==> src/rtl/qa_7seg_pkg.sv <==
// Shared constants for the 7-segment frame decoder: glyph patterns (active-high a..g),
// digit/byte counts and the capture FSM encoding.
package qa_7seg_pkg;
  localparam int NUM_DIGITS = 6;
  localparam int NUM_BYTES  = 3;
  localparam int BUS_W      = 7 * NUM_DIGITS;

  localparam logic [6:0] GLYPH_0 = 7'h3F;
  localparam logic [6:0] GLYPH_1 = 7'h06;
  localparam logic [6:0] GLYPH_2 = 7'h5B;
  localparam logic [6:0] GLYPH_3 = 7'h4F;
  localparam logic [6:0] GLYPH_4 = 7'h66;
  localparam logic [6:0] GLYPH_5 = 7'h6D;
  localparam logic [6:0] GLYPH_6 = 7'h7D;
  localparam logic [6:0] GLYPH_7 = 7'h07;
  localparam logic [6:0] GLYPH_8 = 7'h7F;
  localparam logic [6:0] GLYPH_9 = 7'h6F;
  localparam logic [6:0] GLYPH_A = 7'h77;
  localparam logic [6:0] GLYPH_B = 7'h7C;
  localparam logic [6:0] GLYPH_C = 7'h39;
  localparam logic [6:0] GLYPH_D = 7'h5E;
  localparam logic [6:0] GLYPH_E = 7'h79;
  localparam logic [6:0] GLYPH_F = 7'h71;
  localparam logic [6:0] SEG_BLANK = 7'h00;

  typedef enum logic {
    ST_SETTLE = 1'b0,
    ST_PEND   = 1'b1
  } state_e;
endpackage

==> src/rtl/qa_7seg_glyph_decoder.sv <==
// Combinational glyph lookup: active-high segment pattern -> {legal, blank, nibble}.
module qa_7seg_glyph_decoder
  import qa_7seg_pkg::*;
(
  input  logic [6:0] pat_i,
  output logic       legal_o,
  output logic       blank_o,
  output logic [3:0] nib_o
);
  always_comb begin
    legal_o = 1'b1;
    nib_o   = 4'h0;
    blank_o = (pat_i == SEG_BLANK);
    case (pat_i)
      GLYPH_0: nib_o = 4'h0;
      GLYPH_1: nib_o = 4'h1;
      GLYPH_2: nib_o = 4'h2;
      GLYPH_3: nib_o = 4'h3;
      GLYPH_4: nib_o = 4'h4;
      GLYPH_5: nib_o = 4'h5;
      GLYPH_6: nib_o = 4'h6;
      GLYPH_7: nib_o = 4'h7;
      GLYPH_8: nib_o = 4'h8;
      GLYPH_9: nib_o = 4'h9;
      GLYPH_A: nib_o = 4'hA;
      GLYPH_B: nib_o = 4'hB;
      GLYPH_C: nib_o = 4'hC;
      GLYPH_D: nib_o = 4'hD;
      GLYPH_E: nib_o = 4'hE;
      GLYPH_F: nib_o = 4'hF;
      default: legal_o = 1'b0;
    endcase
  end
endmodule

==> src/rtl/qa_7seg_frame_decoder.sv <==
// Samples the active-low 6-digit segment bus, waits for stability, decodes each new frame and
// hands it downstream over valid/ready. Define QA_7SEG_DEC_SYNC_EN to add a 2-flop input sync.
module qa_7seg_frame_decoder
  import qa_7seg_pkg::*;
#(
  parameter int SETTLE_CYCLES = 4
) (
  input  logic              clkIn,
  input  logic              nResetIn,
  input  logic [BUS_W-1:0]  segmentsIn,
  output logic              validOut,
  input  logic              readyIn,
  output logic [2:0]        byteEnableOut,
  output logic [23:0]       byteDataOut,
  output logic [5:0]        invalidOut
);
  localparam int CW = $clog2(SETTLE_CYCLES + 1);
  localparam logic [CW-1:0] CNT_MAX = CW'(SETTLE_CYCLES);

  logic [BUS_W-1:0] bus_s;

`ifdef QA_7SEG_DEC_SYNC_EN
  logic [BUS_W-1:0] sync1_q, sync2_q;
  always_ff @(posedge clkIn or negedge nResetIn) begin
    if (!nResetIn) begin
      sync1_q <= '1;
      sync2_q <= '1;
    end else begin
      sync1_q <= segmentsIn;
      sync2_q <= sync1_q;
    end
  end
  assign bus_s = sync2_q;
`else
  assign bus_s = segmentsIn;
`endif

  logic [BUS_W-1:0] seg_q, last_seg_q;
  logic [CW-1:0]    cnt_q, cnt_d;
  logic             have_last_q;
  state_e           state_q, state_d;
  logic             capture;
  logic [NUM_BYTES-1:0]       en_q, dec_en;
  logic [NUM_BYTES-1:0][7:0]  data_q, dec_data;
  logic [NUM_BYTES-1:0][1:0]  inv_q, dec_inv;

  logic [NUM_DIGITS-1:0]      legal, blank;
  logic [NUM_DIGITS-1:0][3:0] nib;

  for (genvar k = 0; k < NUM_DIGITS; k++) begin : g_dig
    qa_7seg_glyph_decoder u_glyph (
      .pat_i   (~seg_q[7*k +: 7]),
      .legal_o (legal[k]),
      .blank_o (blank[k]),
      .nib_o   (nib[k])
    );
  end

  // A half-lit byte is flagged on both digits; illegal glyphs decode as zero.
  always_comb begin
    dec_en   = '0;
    dec_data = '0;
    dec_inv  = '0;
    for (int j = 0; j < NUM_BYTES; j++) begin
      if (blank[2*j] && blank[2*j+1]) begin
        dec_inv[j] = 2'b00;
      end else if (blank[2*j] || blank[2*j+1]) begin
        dec_inv[j] = 2'b11;
      end else begin
        dec_en[j]   = 1'b1;
        dec_inv[j]  = {~legal[2*j+1], ~legal[2*j]};
        dec_data[j] = {legal[2*j+1] ? nib[2*j+1] : 4'h0,
                       legal[2*j]   ? nib[2*j]   : 4'h0};
      end
    end
  end

  always_comb begin
    if (bus_s != seg_q)       cnt_d = '0;
    else if (cnt_q == CNT_MAX) cnt_d = cnt_q;
    else                      cnt_d = cnt_q + 1'b1;
  end

  always_comb begin
    state_d = state_q;
    capture = 1'b0;
    case (state_q)
      ST_SETTLE: begin
        if (cnt_q == CNT_MAX && (!have_last_q || seg_q != last_seg_q)) begin
          capture = 1'b1;
          state_d = ST_PEND;
        end
      end
      ST_PEND: if (readyIn) state_d = ST_SETTLE;
      default: state_d = ST_SETTLE;
    endcase
  end

  always_ff @(posedge clkIn or negedge nResetIn) begin
    if (!nResetIn) begin
      seg_q       <= '1;
      cnt_q       <= '0;
      last_seg_q  <= '1;
      have_last_q <= 1'b0;
      state_q     <= ST_SETTLE;
      en_q        <= '0;
      data_q      <= '0;
      inv_q       <= '0;
    end else begin
      seg_q   <= bus_s;
      cnt_q   <= cnt_d;
      state_q <= state_d;
      if (capture) begin
        last_seg_q  <= seg_q;
        have_last_q <= 1'b1;
        en_q        <= dec_en;
        data_q      <= dec_data;
        inv_q       <= dec_inv;
      end
    end
  end

  assign validOut      = (state_q == ST_PEND);
  assign byteEnableOut = en_q;
  assign byteDataOut   = data_q;
  assign invalidOut    = inv_q;
endmodule

==> config.mk <==
export PLATFORM = sky130hd
export DESIGN_NAME = qa_7seg_frame_decoder
export DESIGN_NICKNAME = d
export VERILOG_FILES = /design/src/rtl/qa_7seg_pkg.sv /design/src/rtl/qa_7seg_glyph_decoder.sv /design/src/rtl/qa_7seg_frame_decoder.sv
export SDC_FILE = /design/constraint.sdc
export NUM_CORES = 1
export LEC_CHECK = 0
export ABC_AREA = 1
export CAP_MARGIN = 20
export CORE_ASPECT_RATIO = 1.2
export CORE_UTILIZATION = 63
export DETAILED_ROUTE_END_ITERATION = 8
export PLACE_DENSITY_LB_ADDON = 0.08
export SETUP_SLACK_MARGIN = 0.02
export SYNTH_ARGS = -nofsm -noshare
export SYNTH_HDL_FRONTEND = slang
export SYNTH_SLANG_ARGS = --single-unit
==> constraint.sdc <==
create_clock -name clkIn -period 4.4 [get_ports clkIn]
set_input_delay 1.1 -clock clkIn [delete_from_list [all_inputs] [get_ports clkIn]]
set_output_delay 1.1 -clock clkIn [all_outputs]
set_load 0.05 [all_outputs]
==> impl_metrics.json <==
{
  "outcome": "finished clean",
  "crit_path_start_kind": "flop",
  "tns_ns": 0,
  "critPathBufInv": 1,
  "io_buffers": 78,
  "syn_avg_cell_area_sq_um": 6.46,
  "skew_ns": 0.00608,
  "grtUsageTotal": 0.334,
  "hold-worst-slack_ns": 0.469,
  "synthArstFlopShare": 1.00,
  "syn_nets": 1262,
  "routedWlPerCell_microns": 14.3,
  "p_leak_nw": 4.32,
  "holdPathEnd": "last_seg_q[40]",
  "fin_area_sq_um": 9280,
  "synth.distinct_cells": 31,
  "placed_cells": 1414,
  "ys_ff_latch": 122,
  "cts_setup_buffers": 0,
  "num-nets-final": 1319,
  "die_h_microns": 124,
  "numClockSinks": 122,
  "drc": 0,
  "worstHoldPathCells": 2,
  "cts-buffers-inserted": 17,
  "power_mw": 2.92,
  "core_area_sq_um": 12100,
  "worstPathCellList": "clkdlybuf4s50_1",
  "setup_viol": 0,
  "path_max_fanout": 3,
  "utilization": 0.766,
  "worst_pin_slew_ns": 0.803,
  "synth_warnings": 0,
  "antenna_left": 0,
  "die_x_microns": 104,
  "timing.rr.start": "seg_q[27]",
  "yosys-top-cells-area": "dfstp_2, nand2_1, nor2_1",
  "peakVddDrop_mv": 0.215,
  "synth_top_area_share": 0.281,
  "required_ns": 3.30,
  "clock_path_buffers": 2,
  "initial_core_util": 0.648,
  "cpPeakStageDelay_ns": 0.83,
  "reg2reg_depth": 13,
  "setup_slack_ns": 1.62,
  "cts_max_level": 4,
  "ios": 79,
  "hold_violations": 0,
  "yosys-top-cells-count": "nand2_1, nor2_1, nand3_1",
  "drive_above_1_share": 0.132,
  "rsz0062_at_grt": "no",
  "antenna_found_initial": 0,
  "p_per_area_nw_per_um2": 315,
  "max_freq_ghz": 0.360,
  "globalplace.congestion": 0.944,
  "placed_cell_area_sq_um": 8660,
  "clkLatencyLatePin_ns": 0.42,
  "hold_buffers": 0,
  "slowest_stage": "clkdlybuf4s50_1",
  "dr.pass1.iters": 5,
  "holdCritStartpoint": "last_seg_q[40]",
  "ctsRootBufferMaster": "clkbuf_16",
  "drv_slew": 0,
  "syn_to_final_growth_pct": 18.3,
  "cts_tree": "yes",
  "yosysMostFrequentCell": "nand2_1",
  "crit_arrival_ns": 1.68,
  "place_hpwl_microns": 14300,
  "endpoint_kind": "output pin",
  "maxSlewHeadroom": 0.465,
  "instances_no_fill": 1446,
  "die-area_sq_um": 12900,
  "fin_crit_sh": 0.631,
  "cts_resized": 0,
  "vias": 7889,
  "grt_pass1_vias": 7626,
  "grt_overflow": 0,
  "period_minus_slack_ns": 2.78,
  "yosysTopAreaCell": "dfstp_2",
  "syn-cell-area_sq_um": 7850,
  "clk_pin_slew_ns": 0.06,
  "antennaDiodeCount": 0,
  "place_ws_ns": 1.78,
  "synthCells": 1215,
  "viasPerCell": 5.46,
  "rrSetupSlack_ns": 1.77,
  "grt_max_degree": 76,
  "drt_iter0_drc": 507,
  "min-delay-path-class": "flop to flop",
  "ys_seq_area_frac": 0.403,
  "crit_family": "buffers and inverters",
  "r2r_end": "last_seg_q[1]",
  "synth_edf_count": 0,
  "grt_pass1_wl_microns": 34500,
  "worstSetupPathType": "flop to output pin",
  "wirelength_microns": 20700,
  "drv_cap": 0,
  "rows": 44,
  "synth_flop_cell": "dfstp_2"
}
cells in the final DEF (no fill, tap or decap), types with 21 or more instances in the layout:
cell	n
dfstp_2	84
nand3_1	93
clkdlybuf4s50_1	77
a21oi_1	33
nor2_1	278
nor3_1	30
inv_1	68
dfrtp_1	38
inv_2	26
or2_2	21
nand2_1	422
per-layer routing:
layer  track usage  vias up  part of all wire
met5             0        -                 0
met2         0.582      270              0.51
met1         0.395     3662              0.40
met4         0.176        0             0.035
met3        0.0509       72             0.046
li1              -     3885                 -
flip-flops by register name (all words and copies together), names as in the netlist:
register / flops
cnt_q: 3
last_seg_q: 42
seg_q: 42
byteDataOut: 24
invalidOut: 6
byteEnableOut: 3
have_last_q: 1
validOut: 1
worst register-to-register path: stages (launching register included):
cell and delay (ns):
dfstp_2 0.64, inv_2 0.11, nand2_1 0.08, nand2_1 0.06, nor2_1 0.10, nand2_1 0.06, nor2_1 0.17, nand2_1 0.09
nor2_2 0.13, nand2_2 0.08, nand2_2 0.56, buf_12 0.31, nand2_1 0.10, nand2_1 0.07
logic make-up after synthesis:
group	synth area share
flip-flops	0.403
AND/OR/NAND/NOR	0.448
XOR/XNOR	0.0346
buffers and inverters	0.0740
adder cells (fa/ha/maj)	0.00319
AO/OA/AOI/OAI	0.0378
power by group:
group	switching, mW	internal [mW]
clock network	0.490	0.977
registers	0.0446	1.16
logic	0.146	0.102
total	0.681	2.24
layout make-up:
class | instances | area, sq um
inverters | 94 | 353
clock buffers | 25 | 515
well taps | 161 | 201
clock inverters | 7 | 110
multi-input cells | 955 | 4110
fillers | 980 | 2830
flip-flops and latches | 122 | 3160
repair buffers | 82 | 833
worst max path at each step:
stage / cells past startpoint / startpoint / slack (ns) / endpoint
5_1_grt: 13 / seg_q[18] / 1.55 / last_seg_q[18]
4_1_cts: 1 / validOut / 1.62 / validOut
2_1_floorplan: 7 / segmentsIn[3] / 2.56 / cnt_q[0]
3_5_place_dp: 8 / segmentsIn[39] / 1.78 / cnt_q[1]
3_3_place_gp: 8 / segmentsIn[3] / 1.82 / cnt_q[2]
6_report: 1 / validOut / 1.62 / validOut
Note: power is estimated with default switching activity, not from simulation.
